### src/rtl/fetch_pkg.sv
// fetch_pkg: shared types and constants for the instruction fetch front end.
// Exports XLEN/ILEN, NOP_INSTR, the fetch_entry_t bundle and cnt_width().
package fetch_pkg;

    localparam int XLEN = 32;
    localparam int ILEN = 32;

    localparam logic [ILEN-1:0] NOP_INSTR = 32'h0000_0013;

    typedef struct packed {
        logic [ILEN-1:0] instr;
        logic [XLEN-1:0] pc;
    } fetch_entry_t;

    // Counters that must hold the value DEPTH itself need one extra bit.
    function automatic int cnt_width(input int depth);
        return $clog2(depth) + 1;
    endfunction

endpackage

### src/rtl/fetch_fifo.sv
// fetch_fifo: synchronous FIFO of fetch_entry_t, DEPTH entries (power of 2).
// Ports: clk, rst, push/pop/clear, wdata, rdata (head, 0 when empty), full, empty, count.
module fetch_fifo
    import fetch_pkg::*;
#(
    parameter int DEPTH = 4
) (
    input  logic                   clk,
    input  logic                   rst,
    input  logic                   push,
    input  logic                   pop,
    input  logic                   clear,
    input  fetch_entry_t           wdata,
    output fetch_entry_t           rdata,
    output logic                   full,
    output logic                   empty,
    output logic [$clog2(DEPTH):0] count
);

    localparam int AW = $clog2(DEPTH);
    localparam int CW = cnt_width(DEPTH);
    localparam logic [CW-1:0] FULL_CNT = CW'(DEPTH);

    fetch_entry_t  mem [DEPTH];
    logic [AW-1:0] rd_ptr;
    logic [AW-1:0] wr_ptr;
    logic          do_push;
    logic          do_pop;

    assign full  = (count == FULL_CNT);
    assign empty = (count == '0);

    // Push into a full FIFO only when the head leaves in the same cycle.
    assign do_pop  = pop && !empty;
    assign do_push = push && (!full || do_pop);

    assign rdata = empty ? '0 : mem[rd_ptr];

    always_ff @(posedge clk) begin
        if (rst || clear) begin
            rd_ptr <= '0;
            wr_ptr <= '0;
            count  <= '0;
        end else begin
            if (do_push) wr_ptr <= wr_ptr + AW'(1);
            if (do_pop)  rd_ptr <= rd_ptr + AW'(1);
            count <= count + CW'(do_push) - CW'(do_pop);
        end
    end

    always_ff @(posedge clk) begin
        if (do_push && !clear && !rst) mem[wr_ptr] <= wdata;
    end

endmodule

### src/rtl/fetch_unit.sv
// fetch_unit: RV32I fetch front end; PC, imem request/credit control, prefetch FIFO to decode.
// Ports: clk, rst (sync, high), redirect_*, imem_req_*, imem_resp_*, out_*; FETCH_PERF_CNT_EN adds perf_*.
module fetch_unit
    import fetch_pkg::*;
#(
    parameter logic [31:0] RESET_PC = 32'h0000_0000,
    parameter int          DEPTH    = 4
) (
    input  logic        clk,
    input  logic        rst,
    input  logic        redirect_valid,
    input  logic [31:0] redirect_pc,
    output logic        imem_req_valid,
    input  logic        imem_req_ready,
    output logic [31:0] imem_req_addr,
    input  logic        imem_resp_valid,
    input  logic [31:0] imem_resp_data,
    output logic        out_valid,
    input  logic        out_ready,
    output logic [31:0] out_instr,
    output logic [31:0] out_pc,
    output logic [31:0] out_pc_plus_4
`ifdef FETCH_PERF_CNT_EN
    ,
    output logic [31:0] perf_fetch_stall,
    output logic [31:0] perf_redirects
`endif
);

    localparam int CW = cnt_width(DEPTH);
    localparam logic [CW:0] CAP = (CW+1)'(DEPTH);

    logic [31:0]   pc;
    logic [CW-1:0] outstanding;
    logic [CW-1:0] drop_cnt;
    logic [CW-1:0] buf_count;
    logic [CW:0]   inflight;
    logic          req_fire;
    logic          resp_live;
    logic          buf_pop;
    logic          buf_empty;

    fetch_entry_t  tag_in;
    fetch_entry_t  tag_head;
    fetch_entry_t  buf_in;
    fetch_entry_t  buf_head;
    logic [31:0]   tag_pc;

    logic [31:0]   tag_instr_unused;
    logic [CW-1:0] tag_count_unused;
    logic          tag_full_unused;
    logic          tag_empty_unused;
    logic          buf_full_unused;
    logic [1:0]    redirect_pc_lo_unused;

    assign redirect_pc_lo_unused = redirect_pc[1:0];

    // Buffered plus in-flight (live and to-be-dropped) never exceeds DEPTH.
    assign inflight = {1'b0, buf_count} + {1'b0, outstanding};

    assign imem_req_valid = !rst && !redirect_valid && (inflight < CAP);
    assign imem_req_addr  = pc;
    assign req_fire       = imem_req_valid && imem_req_ready;

    assign resp_live = imem_resp_valid && (drop_cnt == '0) && !redirect_valid;

    // The tag queue only ever holds PCs of live requests; it is flushed
    // with the prefetch buffer and popped by live responses only.
    assign tag_in = '{instr: '0, pc: pc};
    assign {tag_instr_unused, tag_pc} = tag_head;

    fetch_fifo #(.DEPTH(DEPTH)) u_tag_q (
        .clk   (clk),
        .rst   (rst),
        .push  (req_fire),
        .pop   (resp_live),
        .clear (redirect_valid),
        .wdata (tag_in),
        .rdata (tag_head),
        .full  (tag_full_unused),
        .empty (tag_empty_unused),
        .count (tag_count_unused)
    );

    assign buf_in  = '{instr: imem_resp_data, pc: tag_pc};
    assign buf_pop = out_valid && out_ready && !redirect_valid;

    fetch_fifo #(.DEPTH(DEPTH)) u_prefetch (
        .clk   (clk),
        .rst   (rst),
        .push  (resp_live),
        .pop   (buf_pop),
        .clear (redirect_valid),
        .wdata (buf_in),
        .rdata (buf_head),
        .full  (buf_full_unused),
        .empty (buf_empty),
        .count (buf_count)
    );

    assign out_valid     = !rst && !buf_empty;
    assign out_instr     = buf_head.instr;
    assign out_pc        = buf_head.pc;
    assign out_pc_plus_4 = buf_empty ? '0 : buf_head.pc + 32'd4;

    always_ff @(posedge clk) begin
        if (rst) begin
            pc          <= RESET_PC;
            outstanding <= '0;
            drop_cnt    <= '0;
        end else begin
            outstanding <= outstanding + CW'(req_fire) - CW'(imem_resp_valid);
            unique case (1'b1)
                redirect_valid: pc <= {redirect_pc[31:2], 2'b00};
                req_fire:       pc <= pc + 32'd4;
                default:        pc <= pc;
            endcase
            // A response arriving with the redirect is itself discarded.
            if (redirect_valid)
                drop_cnt <= outstanding - CW'(imem_resp_valid);
            else if (imem_resp_valid && drop_cnt != '0)
                drop_cnt <= drop_cnt - CW'(1);
        end
    end

`ifdef FETCH_PERF_CNT_EN
    always_ff @(posedge clk) begin
        if (rst) begin
            perf_fetch_stall <= '0;
            perf_redirects   <= '0;
        end else begin
            if (!out_valid && !redirect_valid && perf_fetch_stall != '1)
                perf_fetch_stall <= perf_fetch_stall + 32'd1;
            if (redirect_valid && perf_redirects != '1)
                perf_redirects <= perf_redirects + 32'd1;
        end
    end
`endif

endmodule

### config.mk
export PLATFORM = sky130hd
export DESIGN_NAME = fetch_unit
export DESIGN_NICKNAME = d
export VERILOG_FILES = /design/src/rtl/fetch_pkg.sv /design/src/rtl/fetch_fifo.sv /design/src/rtl/fetch_unit.sv
export SDC_FILE = /design/constraint.sdc
export NUM_CORES = 1
export LEC_CHECK = 0
export ABC_AREA = 1
export BUFFER_PORTS_ARGS = -buffer_cell sky130_fd_sc_hd__buf_2
export CAP_MARGIN = 10
export CORE_UTILIZATION = 35
export CTS_CLUSTER_SIZE = 24
export DETAILED_ROUTE_END_ITERATION = 8
export GPL_TIMING_DRIVEN = 0
export SKIP_CTS_REPAIR_TIMING = 1
export SYNTH_ARGS = -nofsm -noshare
export SYNTH_HDL_FRONTEND = slang
export SYNTH_HIERARCHICAL = 1
export SYNTH_SLANG_ARGS = --single-unit
### constraint.sdc
create_clock -name clk -period 17 [get_ports clk]
set_clock_uncertainty 0.15 [all_clocks]
set_input_delay 3.4 -clock clk [delete_from_list [all_inputs] [get_ports clk]]
set_output_delay 3.4 -clock clk [all_outputs]
set_load 0.02 [all_outputs]
==> results.yml <==
run_status:
  status: "finished, final reports clean"
global_routing:
  grt_pass1_wl_um: 80670
  grt_overflow_total: 0
  antenna_found_initial: 0
  grt_max_degree: 29
  groute.usage.overall: 0.1858
  grt_pass1_vias: 14040
timing:
  slew_viol_final: 0
  finalHoldViolations: 0
  rsz0062_at_grt: "false"
  relSlewSlack: 0.4909
  finalWorstSetupSlack_ps: 9216
  tightestPinTransition_ps: 763.7
  whs_ps: 366.4
  setup_viol: 0
  fmax_ghz: 0.1285
  finalCriticalPeriod_ps: 7784
  fin_tns_setup_ps: 0
  min_period_over_period: 0.4579
cts:
  cts_buffers: 46
  cts_sinks: 438
  cts_tree: "yes"
  cts_max_level: 2
  clk_path_buf_depth: 3
  clk_latency_ps: 580
  cts.clk_slew.worst_paths_ps: 60
  cts-root-buf: "clkbuf_16"
synth:
  synthCells: 1945
  synth.yosys.warnings: 6
  syn_area_um2: 19520
  syn_area_per_cell_um2: 10.04
finish:
  drive_gt1_frac: 0.1598
  n_antenna_cell: 0
  fin_cells: 2989
  num-nets-final: 2302
  area_growth_pct: 18.69
  fillers: 5380
power:
  power_density_nw_per_um2: 98.20
  leakagePower_nw: 8.427
  ir_drop_v: 0.00007203
floorplan:
  chipWidth_um: 238.2
  rows: 86
  die_area_um2: 56730
  core_um2: 55090
  die_y_um: 238.2
  io_pins: 200
  start_util: 0.3544
route:
  vias: 14500
  ant_nets: 0
  wire_per_inst_um: 17.67
  routed_via_density: 4.850
  drt_iter0_markers: 1014
  drt_drc_violations_left: 0
  totalWireLength_um: 52830
  drt-pass1-iter-count: 5
setup_path:
  startpoint: "rst"
  cp-start-kind: "input pin"
  arrival_ps: 4230
  critPathMaxFanout: 7
  critPathRequiredTime_ps: 13450
  crit_type: "input pin to output pin"
  end_kind: "output pin"
  timing.rr.start: "u_prefetch/count[2]"
place:
  place_ws_ps: 9198
  routabilityCongestion: 0.8527
  port_buffers: 195
  place_inst: 2909
  place_hpwl_um: 36620
hold_path:
  hold_start: "drop_cnt[2]"
  hold_class: "flip-flop to flip-flop"
run:
  max-cap-violations: 0
==> routing by layer <==
metal  share of wire  vias to the layer above  GRT usage
met5               0                        -          0
li1                -                     7113          -
met1            0.45                     6872     0.2524
met2            0.46                      450     0.3054
met4           0.018                        0    0.04060
met3           0.069                       61    0.03829
==> state kept, by name, summed over array words and instances (netlist names), 3 cells and up, named ones only <==
name	cells
drop_cnt	3
imem_req_addr	30
outstanding	3
u_prefetch/count	3
u_prefetch/mem	256
u_tag_q/count	3
u_tag_q/mem	128
==> stage by stage <==
stage | power [mW] | instance area (um2) | utilization
2_1_floorplan | 1.296 | 19560 | -
3_3_place_gp | 1.346 | 21470 | 0.3897
3_5_place_dp | 1.351 | 21770 | 0.3951
4_1_cts | 2.298 | 23170 | 0.4206
5_1_grt | 2.356 | 23170 | 0.4206
6_report | 2.275 | 23170 | 0.4206
==> power breakdown <==
part	leakage (nW)	internal, mW	switching [mW]
Sequential	3.94	1.18	0.0230
Clock	0.676	0.547	0.401
Combinational	3.81	0.0412	0.0805
Total	8.43	1.77	0.504
==> worst paths after layout <==
check | to | slack (ps) | cells after the start
setup / recovery | imem_req_valid | 9220 | 6
setup reg to reg | u_prefetch/mem[2][22] | 13350 | 14
hold / removal | drop_cnt[2] | 370 | 2
hold reg to reg | drop_cnt[2] | 370 | 2
==> worst max-delay path: stages <==
cell     delay [ps]
buf_2           120
buf_6           140
inv_2           110
nand2_1         100
nor2_4          170
buf_2           190
==> area by class of cell <==
cell class	instances	area (um2)	area share
buffer	98	629.4	0.02716
inverter	105	399.1	0.01722
timing repair buffer	207	1216	0.05248
sequential	438	12610	0.5443
tap	748	935.9	0.04039
multi-input combinational	1313	5977	0.2579
clock inverter	20	188.9	0.008153
clock buffer	60	1214	0.05238
==> cell usage in the layout, fill, tap and decap left out, drive strengths merged, types with 9 or more instances in the layout <==
| cell type | count |
|---|---|
| a21oi | 149 |
| buf | 279 |
| clkbuf | 86 |
| clkinv | 13 |
| conb | 10 |
| dfxtp | 54 |
| edfxtp | 384 |
| ha | 20 |
| inv | 107 |
| nand2 | 253 |
| nand3 | 57 |
| nor2 | 546 |
| nor3 | 13 |
| o21ai | 217 |
| xnor2 | 9 |
| xor2 | 11 |
(Power assumes the default switching activity.)
